--- src/rtl/sma_channel_scheduler.sv ---
// Shared simple-moving-average engine time-multiplexed across CH Q8.8 streams.
// Each channel owns a one-deep pending slot; a round-robin arbiter feeds one per cycle.
module sma_channel_scheduler #(
  parameter int unsigned CH = 4,
  parameter int unsigned N  = 8
) (
  input  logic                  clk,
  input  logic                  rst,
  input  logic [CH-1:0]         in_valid,
  input  logic [CH*16-1:0]      in_data,
  output logic [CH-1:0]         in_ready,
  input  logic [CH-1:0]         chan_clear,
  output logic                  out_valid,
  output logic [$clog2(CH)-1:0] out_ch,
  output logic [15:0]           out_sma,
  output logic                  out_warm
);

  localparam int unsigned CW = $clog2(CH);
  localparam int unsigned NW = $clog2(N);
  localparam int unsigned SW = 16 + NW;
  localparam int unsigned FW = NW + 1;

  logic [15:0]    window_q [CH][N];
  logic [15:0]    window_d [CH][N];
  logic [SW-1:0]  sum_q [CH];
  logic [SW-1:0]  sum_d [CH];
  logic [NW-1:0]  idx_q [CH];
  logic [NW-1:0]  idx_d [CH];
  logic [FW-1:0]  fill_q [CH];
  logic [FW-1:0]  fill_d [CH];
  logic [15:0]    pend_data_q [CH];
  logic [15:0]    pend_data_d [CH];
  logic [CH-1:0]  pend_valid_q, pend_valid_d;
  logic [CW-1:0]  rr_ptr_q, rr_ptr_d;

  logic           out_valid_q, out_valid_d;
  logic [CW-1:0]  out_ch_q, out_ch_d;
  logic [15:0]    out_sma_q, out_sma_d;
  logic           out_warm_q, out_warm_d;

  logic [CH-1:0]  req;
  logic [CH-1:0]  grant_vec;
  logic           grant_any;
  logic [CW-1:0]  grant_idx;
  int unsigned    pos;
  logic [SW-1:0]  new_sum;

  // Round-robin search starting at rr_ptr, wrapping at CH.
  always_comb begin
    req       = pend_valid_q & ~chan_clear;
    grant_any = 1'b0;
    grant_idx = '0;
    grant_vec = '0;
    pos       = 0;
    for (int unsigned i = 0; i < CH; i++) begin
      pos = 32'(rr_ptr_q) + i;
      if (pos >= CH) pos = pos - CH;
      if (!grant_any && req[CW'(pos)]) begin
        grant_any = 1'b1;
        grant_idx = CW'(pos);
      end
    end
    if (grant_any) grant_vec[grant_idx] = 1'b1;
  end

  // A granted slot frees itself in the same cycle, so a lone channel streams at full rate.
  assign in_ready = rst ? '0 : ((~pend_valid_q | grant_vec) & ~chan_clear);

  assign new_sum = sum_q[grant_idx]
                 - SW'(window_q[grant_idx][idx_q[grant_idx]])
                 + SW'(pend_data_q[grant_idx]);

  always_comb begin
    window_d     = window_q;
    sum_d        = sum_q;
    idx_d        = idx_q;
    fill_d       = fill_q;
    pend_data_d  = pend_data_q;
    pend_valid_d = pend_valid_q;
    rr_ptr_d     = rr_ptr_q;
    out_valid_d  = grant_any;
    out_ch_d     = out_ch_q;
    out_sma_d    = out_sma_q;
    out_warm_d   = out_warm_q;

    for (int unsigned c = 0; c < CH; c++) begin
      if (chan_clear[c]) begin
        for (int unsigned j = 0; j < N; j++) window_d[c][j] = '0;
        sum_d[c]        = '0;
        idx_d[c]        = '0;
        fill_d[c]       = '0;
        pend_valid_d[c] = 1'b0;
      end else begin
        if (grant_vec[c]) begin
          window_d[c][idx_q[c]] = pend_data_q[c];
          sum_d[c]              = new_sum;
          idx_d[c]              = idx_q[c] + NW'(1);
          fill_d[c]             = (fill_q[c] == FW'(N)) ? fill_q[c] : fill_q[c] + FW'(1);
          pend_valid_d[c]       = 1'b0;
        end
        if (in_valid[c] && in_ready[c]) begin
          pend_valid_d[c] = 1'b1;
          pend_data_d[c]  = in_data[16*c +: 16];
        end
      end
    end

    if (grant_any) begin
      rr_ptr_d   = (grant_idx == CW'(CH-1)) ? '0 : grant_idx + CW'(1);
      out_ch_d   = grant_idx;
      out_sma_d  = new_sum[NW +: 16];
      out_warm_d = (fill_q[grant_idx] >= FW'(N-1));
    end
  end

  always_ff @(posedge clk) begin
    if (rst) begin
      for (int unsigned c = 0; c < CH; c++) begin
        for (int unsigned j = 0; j < N; j++) window_q[c][j] <= '0;
        sum_q[c]       <= '0;
        idx_q[c]       <= '0;
        fill_q[c]      <= '0;
        pend_data_q[c] <= '0;
      end
      pend_valid_q <= '0;
      rr_ptr_q     <= '0;
      out_valid_q  <= 1'b0;
      out_ch_q     <= '0;
      out_sma_q    <= '0;
      out_warm_q   <= 1'b0;
    end else begin
      window_q     <= window_d;
      sum_q        <= sum_d;
      idx_q        <= idx_d;
      fill_q       <= fill_d;
      pend_data_q  <= pend_data_d;
      pend_valid_q <= pend_valid_d;
      rr_ptr_q     <= rr_ptr_d;
      out_valid_q  <= out_valid_d;
      out_ch_q     <= out_ch_d;
      out_sma_q    <= out_sma_d;
      out_warm_q   <= out_warm_d;
    end
  end

  assign out_valid = out_valid_q;
  assign out_ch    = out_ch_q;
  assign out_sma   = out_sma_q;
  assign out_warm  = out_warm_q;

endmodule

--- config.mk ---
export PLATFORM = sky130hd
export DESIGN_NAME = sma_channel_scheduler
export DESIGN_NICKNAME = d
export VERILOG_FILES = /design/src/rtl/sma_channel_scheduler.sv
export SDC_FILE = /design/constraint.sdc
export NUM_CORES = 2
export LEC_CHECK = 0
export BUFFER_PORTS_ARGS = -buffer_cell sky130_fd_sc_hd__buf_2
export CAP_MARGIN = 0
export CORE_MARGIN = 1
export CORE_UTILIZATION = 50
export DETAILED_ROUTE_END_ITERATION = 6
export GPL_ROUTABILITY_DRIVEN = 1
export PLACE_DENSITY = 0.68
export SLEW_MARGIN = 20
export SYNTH_ARGS = -nofsm -noshare
export SYNTH_HDL_FRONTEND = slang
export SYNTH_SLANG_ARGS = --single-unit
--- constraint.sdc ---
create_clock -name clk -period 6.2 [get_ports clk]
set_clock_uncertainty 0.05 [all_clocks]
set_input_delay 1.24 -clock clk [delete_from_list [all_inputs] [get_ports clk]]
set_output_delay 1.24 -clock clk [all_outputs]
set_load 0.02 [all_outputs]
==> flow_metrics.env <==
export IMPL_gp_congestion=1.03
export IMPL_firstDrtPassIters=6
export IMPL_synth_commonest_cells="dfxtp_1 (706), nor2_1 (560), nand2_1 (522)"
export IMPL_die_h_um=258
export IMPL_antenna_found_initial=1
export IMPL_clock_path_buffers=3
export IMPL_crit_type="primary input to register"
export IMPL_clkTransAtPathRegs_ps=60
export IMPL_die_w_um=258
export IMPL_synthesis_nets=4029
export IMPL_syn_area_per_cell_um2=8.36
export IMPL_power_total_w=0.0115
export IMPL_vias=29200
export IMPL_crit_chain="buf_2 > nand2b_2 > a211oi_2 > o211a_1 > or3_4 > buf_12 > and3_1 > a211oi_1 > or4_1 > nor4_4 > buf_4 > fa_1 > fa_1 > nor2b_2 > o2111ai_2 > nand4_1 > a31o_2 > a21o_1 > a31oi_2 > buf_4 > or4_1 > nand3_1"
export IMPL_dpl_worst_slack_ps=-715
export IMPL_route_met2_wl_um=48600
export IMPL_setup_viol=0
export IMPL_cp_max_fo=10
export IMPL_final_min_clock_period_ps=6130
export IMPL_path_buf_inv=4
export IMPL_grt_pass1_vias=27000
export IMPL_syn_to_final_growth_pct=18.9
export IMPL_rows=93
export IMPL_antenna_cells=0
export IMPL_fin_ws_ps=70.5
export IMPL_first_iter_violations=3159
export IMPL_core_um2=64500
export IMPL_leakage_nw=16.0
export IMPL_timing_slew_headroom_pct=28.1
export IMPL_p_per_area_nw_per_um2=297
export IMPL_maxSlewViolCount=0
export IMPL_wirelength_met1_um=48600
export IMPL_grtUsageTotal_pct=32.4
export IMPL_synthArstFlopShare_pct=0
export IMPL_min_period_over_period_pct=98.9
export IMPL_regArea_um2=14100
export IMPL_drive_gt1_share_pct=16.1
export IMPL_yosysSeqAreaShare_pct=43.3
export IMPL_multi_input_area_um2=17300
export IMPL_synth_area_leaders="dfxtp_1 (43%), mux2i_1 (15%), nor2_1 (6.4%)"
export IMPL_clkLatencyLatePin_ps=640
export IMPL_yosysTopAreaCellShare_pct=43.3
export IMPL_cts_made_buffers=78
export IMPL_fill_cells=5664
export IMPL_die_area_um2=66300
export IMPL_yosys_cell_count_top_type="dfxtp_1"
export IMPL_status="completed"
export IMPL_syn_area_um2=32600
export IMPL_htreeDepth=3
export IMPL_slowest_delay_ps=590
export IMPL_synth_edf_count=0
export IMPL_cts_root_buf="clkbuf_16"
export IMPL_route_met3_wl_um=8880
export IMPL_cp_start_kind="primary input"
export IMPL_synthDistinctLibCells=58
export IMPL_tightest_slew_ps=1080
export IMPL_highest_layer="met5"
export IMPL_seq_power_share_pct=40.5
export IMPL_ys_warn_count=0
export IMPL_final_nets=4188
export IMPL_start_util_pct=50.6
export IMPL_p_sw_share_pct=29.1
export IMPL_viasPerCell=5.86
export IMPL_internal_power_w=0.00819
export IMPL_crit_arrival_ps=6640
export IMPL_grt_ovfl_total=0
export IMPL_hpwl_um=75300
export IMPL_ant_nets=0
export IMPL_worstPathRequired_ps=6710
export IMPL_clock_sinks=706
export IMPL_grt_pass1_wl_um=166000
export IMPL_power_switching_w=0.00336
export IMPL_syn_instance_count=3904
export IMPL_yosys_most_used_dff="dfxtp_1"
export IMPL_drcViolationCount=0
export IMPL_final_util_pct=60.2
export IMPL_drv_cap=0
export IMPL_fin_tns_setup_ps=0
export IMPL_io_buffers=97
export IMPL_wire_per_inst_um=22.4
export IMPL_max_freq_mhz=163
export IMPL_ir_worst_vdd_mv=0.253
export IMPL_hold_class="register to register"
export IMPL_wl_um=111000
export IMPL_grt_max_degree=92
export IMPL_hold_violations=0
export IMPL_cts_tree="done"
export IMPL_ys_ff_latch=706
export IMPL_ios=98
export IMPL_slowest_stage="or4_1"
export IMPL_synth_top_area_cell="dfxtp_1"
export IMPL_combinationalPowerShare_pct=19.4
export IMPL_pwr_share_clk_pct=40.0
export IMPL_path_delay_family="simple AND/OR/NAND/NOR gates"
export IMPL_crit_path_end_kind="register"
-- worst paths after layout --
| path | start | end | slack [ps] | depth (start not counted) |
|---|---|---|---|---|
| max | chan_clear[3] | sum_q[50] | 70 | 22 |
| min reg2reg | out_sma[8] | out_sma[8] | 400 | 2 |
| max reg2reg | rr_ptr_q[1] | sum_q[50] | 380 | 21 |
| min | out_sma[8] | out_sma[8] | 400 | 2 |
-- logic make-up (layout without fill, tap and decap cells) --
logic type / count (synthesis) / in the layout / synth area share (%)
adder cells (fa/ha/maj): 51 / 51 / 2.32
AND/OR/NAND/NOR: 1659 / 1660 / 23.1
XOR/XNOR: 32 / 32 / 0.859
buffers and inverters: 428 / 650 / 5.18
AO/OA/AOI/OAI: 542 / 542 / 10.3
flip-flops: 706 / 706 / 43.3
multiplexers: 486 / 486 / 14.9
-- stage by stage --
stage	cells	hold WS, ps	cell area [um^2]
finish	4982	397	38800
global route	4982	421	38800
CTS	4970	400	38300
detailed placement	4826	391	35800
global placement	4826	386	35800
floorplan	3904	382	32700
-- area by class of cell --
cell class                      instances  share of cell area [%]
Inverter                               51                   0.493
Clock buffer                          113                    5.81
Multi-Input combinational cell       2771                    44.6
Tap cell                              855                    2.76
Clock inverter                         31                   0.693
Timing Repair Buffer                  455                    9.24
Sequential cell                       706                    36.4
-- state kept, by name, summed over array words and instances, names as in the netlist --
register,flops
rr_ptr_q,2
fill_q,16
sum_q,76
window_q,512
out_warm,1
pend_data_q,64
pend_valid_q,4
out_sma,16
out_ch,2
out_valid,1
idx_q,12
-- worst reg2reg max path: cells and delay by family, from the launching register on --
family	cells	cell delay [ps]
flip-flops	1	580
AO/OA/AOI/OAI	7	1220
buffers and inverters	4	690
adder cells (fa/ha/maj)	2	920
AND/OR/NAND/NOR	8	2290
-- timing repair --
item / in CTS / in global routing
hold buffers: 0 / 0
pin swaps: 0 / 16
resized for setup: 5 / 64
buffers inserted: 0 / 7
cloned: 0 / 5
endpoints found under the setup margin: 20 / 45
-- power by group through the flow --
stage	clock network, W	logic [W]	registers, W
4_1_cts	0.00466	0.00209	0.00468
6_report	0.00462	0.00224	0.00468
2_1_floorplan	0	0.00105	0.00477
3_3_place_gp	0	0.00207	0.00478
3_5_place_dp	0	0.00208	0.00478
5_1_grt	0.00484	0.00239	0.00468
-- metal layers --
metal / vias to the layer above / track usage (%)
met5: - / 0
met4: 2 / 15.1
met3: 234 / 6.47
met2: 1175 / 48.9
met1: 14000 / 44.4
li1: 13800 / -
-- cells in the final DEF (no fill, tap or decap), types with 6 or more instances in the layout --
cell type  netlist  final
or3_1           11      9
and2_1           8      8
buf_4            8    322
clkinv_2         0     16
clkbuf_1       312     21
mux2i_1        485    485
xor2_1          16     15
a21o_1           7      7
clkbuf_16        0     84
dfxtp_1        706    706
or4_4            0      7
buf_6            4      6
or4_1           56     47
ha_1            35     34
inv_1           49     49
nor3_2           0     10
clkbuf_8         0     11
nor3b_2          1      6
xnor2_1         16     16
nand3_1        203    202
nor3_1          20      9
buf_12           0     25
nor2_1         560    558
nand2_1        522    522
nor4_4           0     12
fa_1            16     16
nand3b_1         6      6
and3_1         196    196
nor2b_1          8      6
nand4_1         28     28
a21oi_1        202    197
a311oi_1         6      6
o21ai_0         97     95
a211oi_1       199    196
buf_2           20     97
Power figures use the tool's default switching activity.
